`src/rtl/uart_pkg.sv`:
```
// Shared encodings and oversampling constants for the 8N1 serial receiver.
package uart_pkg;

  localparam logic [1:0] IDLE  = 2'd0;
  localparam logic [1:0] START = 2'd1;
  localparam logic [1:0] DATA  = 2'd2;
  localparam logic [1:0] STOP  = 2'd3;

  localparam int OVERSAMPLE = 16;
  localparam int MID        = OVERSAMPLE / 2 - 1;

endpackage

```
`src/rtl/uart_rx_sync_edge.sv`:
```
// Two-flop synchroniser for the raw rx line plus a one-clk tick on each
// rising edge of the prescaler's 16x strobe.
module rx_sync_edge (
  input  logic clk,
  input  logic reset,
  input  logic rx,
  input  logic uart_clk,
  output logic rx_sync,
  output logic tick
);

  logic rx_meta;
  logic uart_clk_d;

  always_ff @(posedge clk) begin
    if (reset) begin
      rx_meta    <= 1'b1;
      rx_sync    <= 1'b1;
      uart_clk_d <= 1'b0;
    end else begin
      rx_meta    <= rx;
      rx_sync    <= rx_meta;
      uart_clk_d <= uart_clk;
    end
  end

  assign tick = uart_clk & ~uart_clk_d;

endmodule

```
`src/rtl/uart_rx.sv`:
```
// 8N1 LSB-first receiver timed by a 16x tick; presents bytes on valid/ready
// and flags framing errors (pulse) and overruns (sticky).
//   state | meaning
//   IDLE  | waiting for a low sample on a tick
//   START | qualifying the start bit until its middle
//   DATA  | sampling payload bits at mid-bit
//   STOP  | sampling the stop bit, then back to IDLE
module uart_rx
  import uart_pkg::*;
#(
  parameter int DATA_BITS = 8
) (
  input  logic                 clk,
  input  logic                 reset,
  input  logic                 uart_clk,
  input  logic                 rx,
  output logic [DATA_BITS-1:0] data,
  output logic                 valid,
  input  logic                 ready,
  output logic                 frame_err,
  output logic                 overrun,
  output logic                 busy
);

  logic                 rx_sync;
  logic                 tick;
  logic [1:0]           state;
  logic [1:0]           state_nxt;
  logic [3:0]           cnt;
  logic [2:0]           bit_idx;
  logic [DATA_BITS-1:0] shift;
  logic                 cnt_mid;
  logic                 cnt_last;
  logic                 last_bit;
  logic                 sample_bit;
  logic                 stop_ok;
  logic                 stop_bad;

  rx_sync_edge u_sync (
    .clk      (clk),
    .reset    (reset),
    .rx       (rx),
    .uart_clk (uart_clk),
    .rx_sync  (rx_sync),
    .tick     (tick)
  );

  assign cnt_mid  = (cnt == 4'(MID));
  assign cnt_last = (cnt == 4'(OVERSAMPLE - 1));
  assign last_bit = (bit_idx == 3'(DATA_BITS - 1));

  always_ff @(posedge clk) begin
    if (reset) state <= IDLE;
    else       state <= state_nxt;
  end

  always_comb begin
    state_nxt = state;
    case (state)
      IDLE:    if (tick && !rx_sync) state_nxt = START;
      START:   if (tick && cnt_mid) state_nxt = rx_sync ? IDLE : DATA;
      DATA:    if (tick && cnt_last && last_bit) state_nxt = STOP;
      STOP:    if (tick && cnt_last) state_nxt = IDLE;
      default: state_nxt = IDLE;
    endcase
  end

  always_comb begin
    busy       = (state != IDLE);
    sample_bit = tick && cnt_last && (state == DATA);
    stop_ok    = tick && cnt_last && (state == STOP) && rx_sync;
    stop_bad   = tick && cnt_last && (state == STOP) && !rx_sync;
  end

  always_ff @(posedge clk) begin
    if (reset) begin
      cnt       <= '0;
      bit_idx   <= '0;
      shift     <= '0;
      data      <= '0;
      valid     <= 1'b0;
      frame_err <= 1'b0;
      overrun   <= 1'b0;
    end else begin
      frame_err <= stop_bad;
      // Any state change restarts the tick count; inside DATA it wraps 15->0.
      if (tick) cnt <= (state_nxt != state) ? 4'd0 : cnt + 4'd1;
      if (state == START) bit_idx <= '0;
      else if (sample_bit && !last_bit) bit_idx <= bit_idx + 3'd1;
      if (sample_bit) shift <= {rx_sync, shift[DATA_BITS-1:1]};
      if (stop_ok) begin
        data  <= shift;
        valid <= 1'b1;
        if (valid && !ready) overrun <= 1'b1;
      end else if (valid && ready) begin
        valid <= 1'b0;
      end
    end
  end

endmodule

```
`config.mk`:
```
export PLATFORM = sky130hd
export DESIGN_NAME = uart_rx
export DESIGN_NICKNAME = d
export VERILOG_FILES = /design/src/rtl/uart_pkg.sv /design/src/rtl/uart_rx_sync_edge.sv /design/src/rtl/uart_rx.sv
export SDC_FILE = /design/constraint.sdc
export NUM_CORES = 1
export LEC_CHECK = 0
export CORE_MARGIN = 8
export CORE_UTILIZATION = 45
export CTS_CLUSTER_SIZE = 20
export DETAILED_ROUTE_END_ITERATION = 7
export GPL_ROUTABILITY_DRIVEN = 1
export GPL_TIMING_DRIVEN = 0
export PLACE_DENSITY = 0.69
export SYNTH_ARGS = -nofsm -noshare
export SYNTH_HDL_FRONTEND = slang
export SYNTH_SLANG_ARGS = --single-unit
```
`constraint.sdc`:
```
create_clock -name clk -period 2.05 [get_ports clk]
set_input_delay 0.41 -clock clk [delete_from_list [all_inputs] [get_ports clk]]
set_output_delay 0.41 -clock clk [all_outputs]
set_load 0.02 [all_outputs]
```
Yosys cells after proc, flatten, opt, wreduce, memory -nomap -nowiden:

Index checks and enable logic that the tools add are counted.

* input port bits: 5
* output and inout port bits: 12
* logic and storage cells: 50
* register bits after elaboration: 31

* equality and inequality tests: 7
* reductions and logical operators: 19
* bitwise logic cells: 2
* muxes and demuxes: 9
* add/subtract/negate cells: 2

Operator list (number)
* $logic_and 1x1->1: 11
* $mux 2: 5
* $pmux 2 s4: 1
* $add 4x1->4 const B: 1
* $eq 2x2->1 const B: 2
* $eq 4x3->1 const B: 1
* $eq 4x4->1 const B: 1
* $mux 4: 1
* $reduce_bool 2->1: 2
* $add 3x1->3 const B: 1
* $eq 3x3->1 const B: 1
* $logic_not 1->1: 3
* $eq 2x1->1 const B: 1
* $logic_not 2->1: 1
* $mux 1: 2
* $ne 2x2->1: 1
* $reduce_and 2->1: 1
* $reduce_or 2->1: 1
* $and 1x1->1: 1
* $not 1->1: 1

Longest topological paths before layout:

* word-level depth: 8
* depth in mapped cells: 6
* gate-level depth less buffers: 5

Modules after synthesis:

A second synthesis with hierarchy kept.

* cell total of the unflattened synthesis: 137
* area, all modules: 1366.3 um^2

Modules (own cells, without submodules)
* uart_rx: times used 1, cells an instance 130, seq. area each 560.5 um^2, area each 1278.7 um^2
* rx_sync_edge: times used 1, cells an instance 7, seq. area each 60.1 um^2, area each 87.6 um^2

Least setup slack after synthesis:

Ideal clock, no wire load.

* path kind: register to register
* from: register bit_idx[0]
* to: register bit_idx[0]
* period minus slack after synthesis: 1655 ps
* library setup time: 70 ps
* data required time: 1980 ps
* slack: 395 ps
* cell stages (with the launch flop): 6
* buffers on the path: 0
* data arrival time: 1586 ps
* path through: dfxtp_1 ha_1 ha_1 or3b_4 or4_1 a21oi_1

* word-level cells in the longest chain between the ends: 3
* elaborated cells between the ends (all ways): 4
* classes of those cells: add/sub: 1; eq/ne: 1; reduce/logical: 2

RTL lines
* start, declared: RTL line uart_rx.sv:30 `logic [2:0] bit_idx;`
* start signal, assigned: RTL line uart_rx.sv:89 `else if (sample_bit && !last_bit) bit_idx <= bit_idx + 3'd1;`
* branches (longest 3 deep; another with $add 3x1->3)

Parallel ways; which one is timed is not known.
A chain may end at the register's enable or synchronous reset.

Worst setup path in the final report:

* from: register state[0]
* to: output busy

* word-level cells in the longest chain between the ends: 1

RTL lines
* start, declared: RTL line uart_rx.sv:27 `logic [1:0] state;`
* start signal, assigned: RTL line uart_rx.sv:54 `else state <= state_nxt;`
* $reduce_bool 2->1: RTL line uart_rx.sv:69 `busy = (state != IDLE);`
* end, declared: RTL line uart_rx.sv:22 `output logic busy`

Every way passes these cells.

==> results_dict.tcl <==
set metrics [dict create \
    status "complete, no violations" \
    synth.top_cells.by_count "dfxtp_1 (31), nand2_1 (17), a21oi_1 (13)" \
    synth_top_area_share_pct 43.17 \
    hold_class "primary input to flop" \
    cpMaxStageDelayCell "dlygate4sd2_1" \
    ant_nets 0 \
    async_flop_share_pct 0 \
    fp.dieW_um 72.52 \
    synth_cells 155 \
    fin_nets 184 \
    drc 0 \
    cts_sinks 31 \
    critical_path_class "flop to output pin" \
    drv_cap 0 \
    drv_slew 0 \
    root_buffer "clkbuf_4" \
    synthFlopType "dfxtp_1" \
    cts_buffers 5 \
    port_buffers 15 \
    placed_cells_incl_taps 214 \
    max-slew-margin-rel_pct 67.76 \
    place_congestion 0.8153 \
    grt_overflow 0 \
    start_util_pct 47.09 \
    pin_count 17 \
    tightest_slew_ns 0.4836 \
    start_kind "flop" \
    p_sw_share_pct 22.46 \
    antenna_found_initial 0 \
    cp_cell_sequence "buf_2 -> or2_2 -> dlygate4sd2_1" \
    yosysMostFrequentCell "dfxtp_1" \
    p_leak_uw 0.0005857 \
    min_period_ns 1.824 \
    finalHoldViolations 0 \
    syn_area_per_cell_um2 9.275 \
    ys_seq_area_share_pct 43.17 \
    grt_usage_pct 12.89 \
    yosysWarnings 0 \
    synth_area_um2 1438 \
    cpPeakStageDelay_ns 0.33 \
    synth_edf_count 0 \
    seq_power_share_pct 60.5 \
    yosys-top-cells-area "dfxtp_1 (43%), mux2i_1 (6.3%), o31ai_1 (6.3%), nand4_1 (4.8%), a21oi_1 (4.5%)" \
    synth_nets 163 \
    route.vias.total 1199 \
    rsz0062_at_grt "false" \
    yosysTopAreaCell "dfxtp_1" \
    ys_ff_latch 31 \
    worstPathMaxFanout 10 \
    holdWs_ns 0.3507 \
    via_per_inst 5.450 \
    cp.arrival_ns 1.41 \
    setup_violations 0 \
    fin_skew_ns 0.009365 \
    clock_power_share_pct 34.7 \
    detail_route.wl_per_cell_um 14.05 \
    p_int_uw 789.4 \
    clock_path_buffers 2 \
    p_sw_uw 228.6 \
    antennaDiodeCount 0 \
    num_rows 20 \
    worstSkewPairLatency_ns 0.32 \
    cts_tree "built" \
    ctsHoldBuffers 0 \
    post-route-period-util_pct 88.99 \
    end_kind "output pin" \
    pwr-share-comb_pct 4.9 \
    drt_first_pass_iters 4 \
    drive_above_1_share_pct 11.93 \
    design.core.area_um2 3053 \
    fmaxAchievable_mhz 548.2 \
    crit_required_ns 1.64 \
    path_clk_slew_ns 0.09 \
    p_per_area_nw_per_um2 600.9 \
    peakVddDrop_uv 461.1 \
    grt_max_degree 12 \
    dieArea_um2 5259 \
    grt_pass1_vias 1120 \
    synth_cell_type_count 37 \
    die_h_um 72.52 \
    h-tree-depth 2 \
    stdcell_count 220 \
    grt_pass1_wl_um 5223 \
    final.setup.tns_ns 0 \
    initialDrtViolationCount 59 \
    dp_hpwl_um 2296 \
    drt-total-wl_um 3091 \
    area_growth_pct 17.84 \
]
==> power groups by stage <==
stage / Combinational, µW / Clock, µW / Sequential (µW)
6_report: 49.4 / 353 / 616
3_5_place_dp: 50.6 / 0 / 630
4_1_cts: 50.3 / 371 / 616
5_1_grt: 54.4 / 408 / 617
2_1_floorplan: 33.6 / 0 / 628
3_3_place_gp: 48.3 / 0 / 629
==> per-layer routing <==
metal	routed length, µm	vias up	global-route usage [%]
li1	-	614	-
met1	1445	558	15.40
met2	1447	22	19.18
met3	151	5	5.510
met4	46	0	6.444
met5	0	-	0
==> layout by cell type, fill, tap and decap left out, types with 3 or more instances in the layout <==
cell	instances
a21oi_1	13
a31oi_1	4
buf_2	5
clkbuf_1	5
clkbuf_4	5
clkbuf_8	3
clkdlybuf4s50_1	14
dfxtp_1	31
ha_1	3
inv_1	3
mux2i_1	9
nand2_1	17
nand2b_1	4
nand4_1	11
o21ai_0	3
o31ai_1	12
or2_2	3
==> timing repair <==
| action | in CTS | in global routing |
|---|---|---|
| gates resized for setup | 1 | 0 |
| buffers inserted | 0 | 0 |
| setup endpoints to repair | 1 | 0 |
==> state kept, by name, indices dropped and copies added, names as in the netlist <==
signal,cells
data,8
shift,8
cnt,4
bit_idx,3
state,2
frame_err,1
overrun,1
u_sync.rx_meta,1
u_sync.rx_sync,1
u_sync.uart_clk_d,1
valid,1
==> cell families (layout without fill, tap and decap cells) <==
kind of cell,Yosys count,count (layout),synth area share (%)
simple gates,53,53,21.50
flops,31,31,43.17
fa+ha+maj,3,3,2.611
buf+inv,18,39,7.571
compound gates,39,39,17.67
mux,9,9,6.267
xor+xnor,2,2,1.219
==> per-stage QoR <==
stage / setup WS [ns] / util [%] / area [µm²] / total power, µW
after CTS: 0.2044 / 55.49 / 1694 / 1037
after global routing: 0.1412 / 55.49 / 1694 / 1080
after global placement: 0.1009 / 53.81 / 1643 / 677.4
after detailed placement: 0.02979 / 53.81 / 1643 / 680.3
after floorplan: 0.3946 / - / 1438 / 661.5
final: 0.2257 / 55.49 / 1694 / 1018
==> worst paths after layout <==
path | cells after the start | slack, ns | from | endpoint
max | 3 | 0.23 | state[0] | busy
min | 2 | 0.35 | reset | u_sync.uart_clk_d
max reg2reg | 5 | 0.23 | bit_idx[0] | bit_idx[0]
min reg2reg | 1 | 0.43 | u_sync.rx_meta | u_sync.rx_sync
==> final cells by class <==
cell class / instances / area (µm²)
plain buffers: 14 / 93.84
clock buffers: 6 / 51.30
clock inverters: 1 / 5.005
fillers: 298 / 1359
inverters: 3 / 11.26
multi-input cells: 106 / 708.2
flip-flops and latches: 31 / 620.6
well taps: 44 / 55.05
repair buffers: 15 / 148.9
==> critical path: cells and delay by family (launching register included) <==
family / cells / cell delay, ns
buffers and inverters: 2 / 0.49
flip-flops: 1 / 0.31
AND/OR/NAND/NOR: 1 / 0.30
No activity file was read; power rests on OpenSTA's default activity.
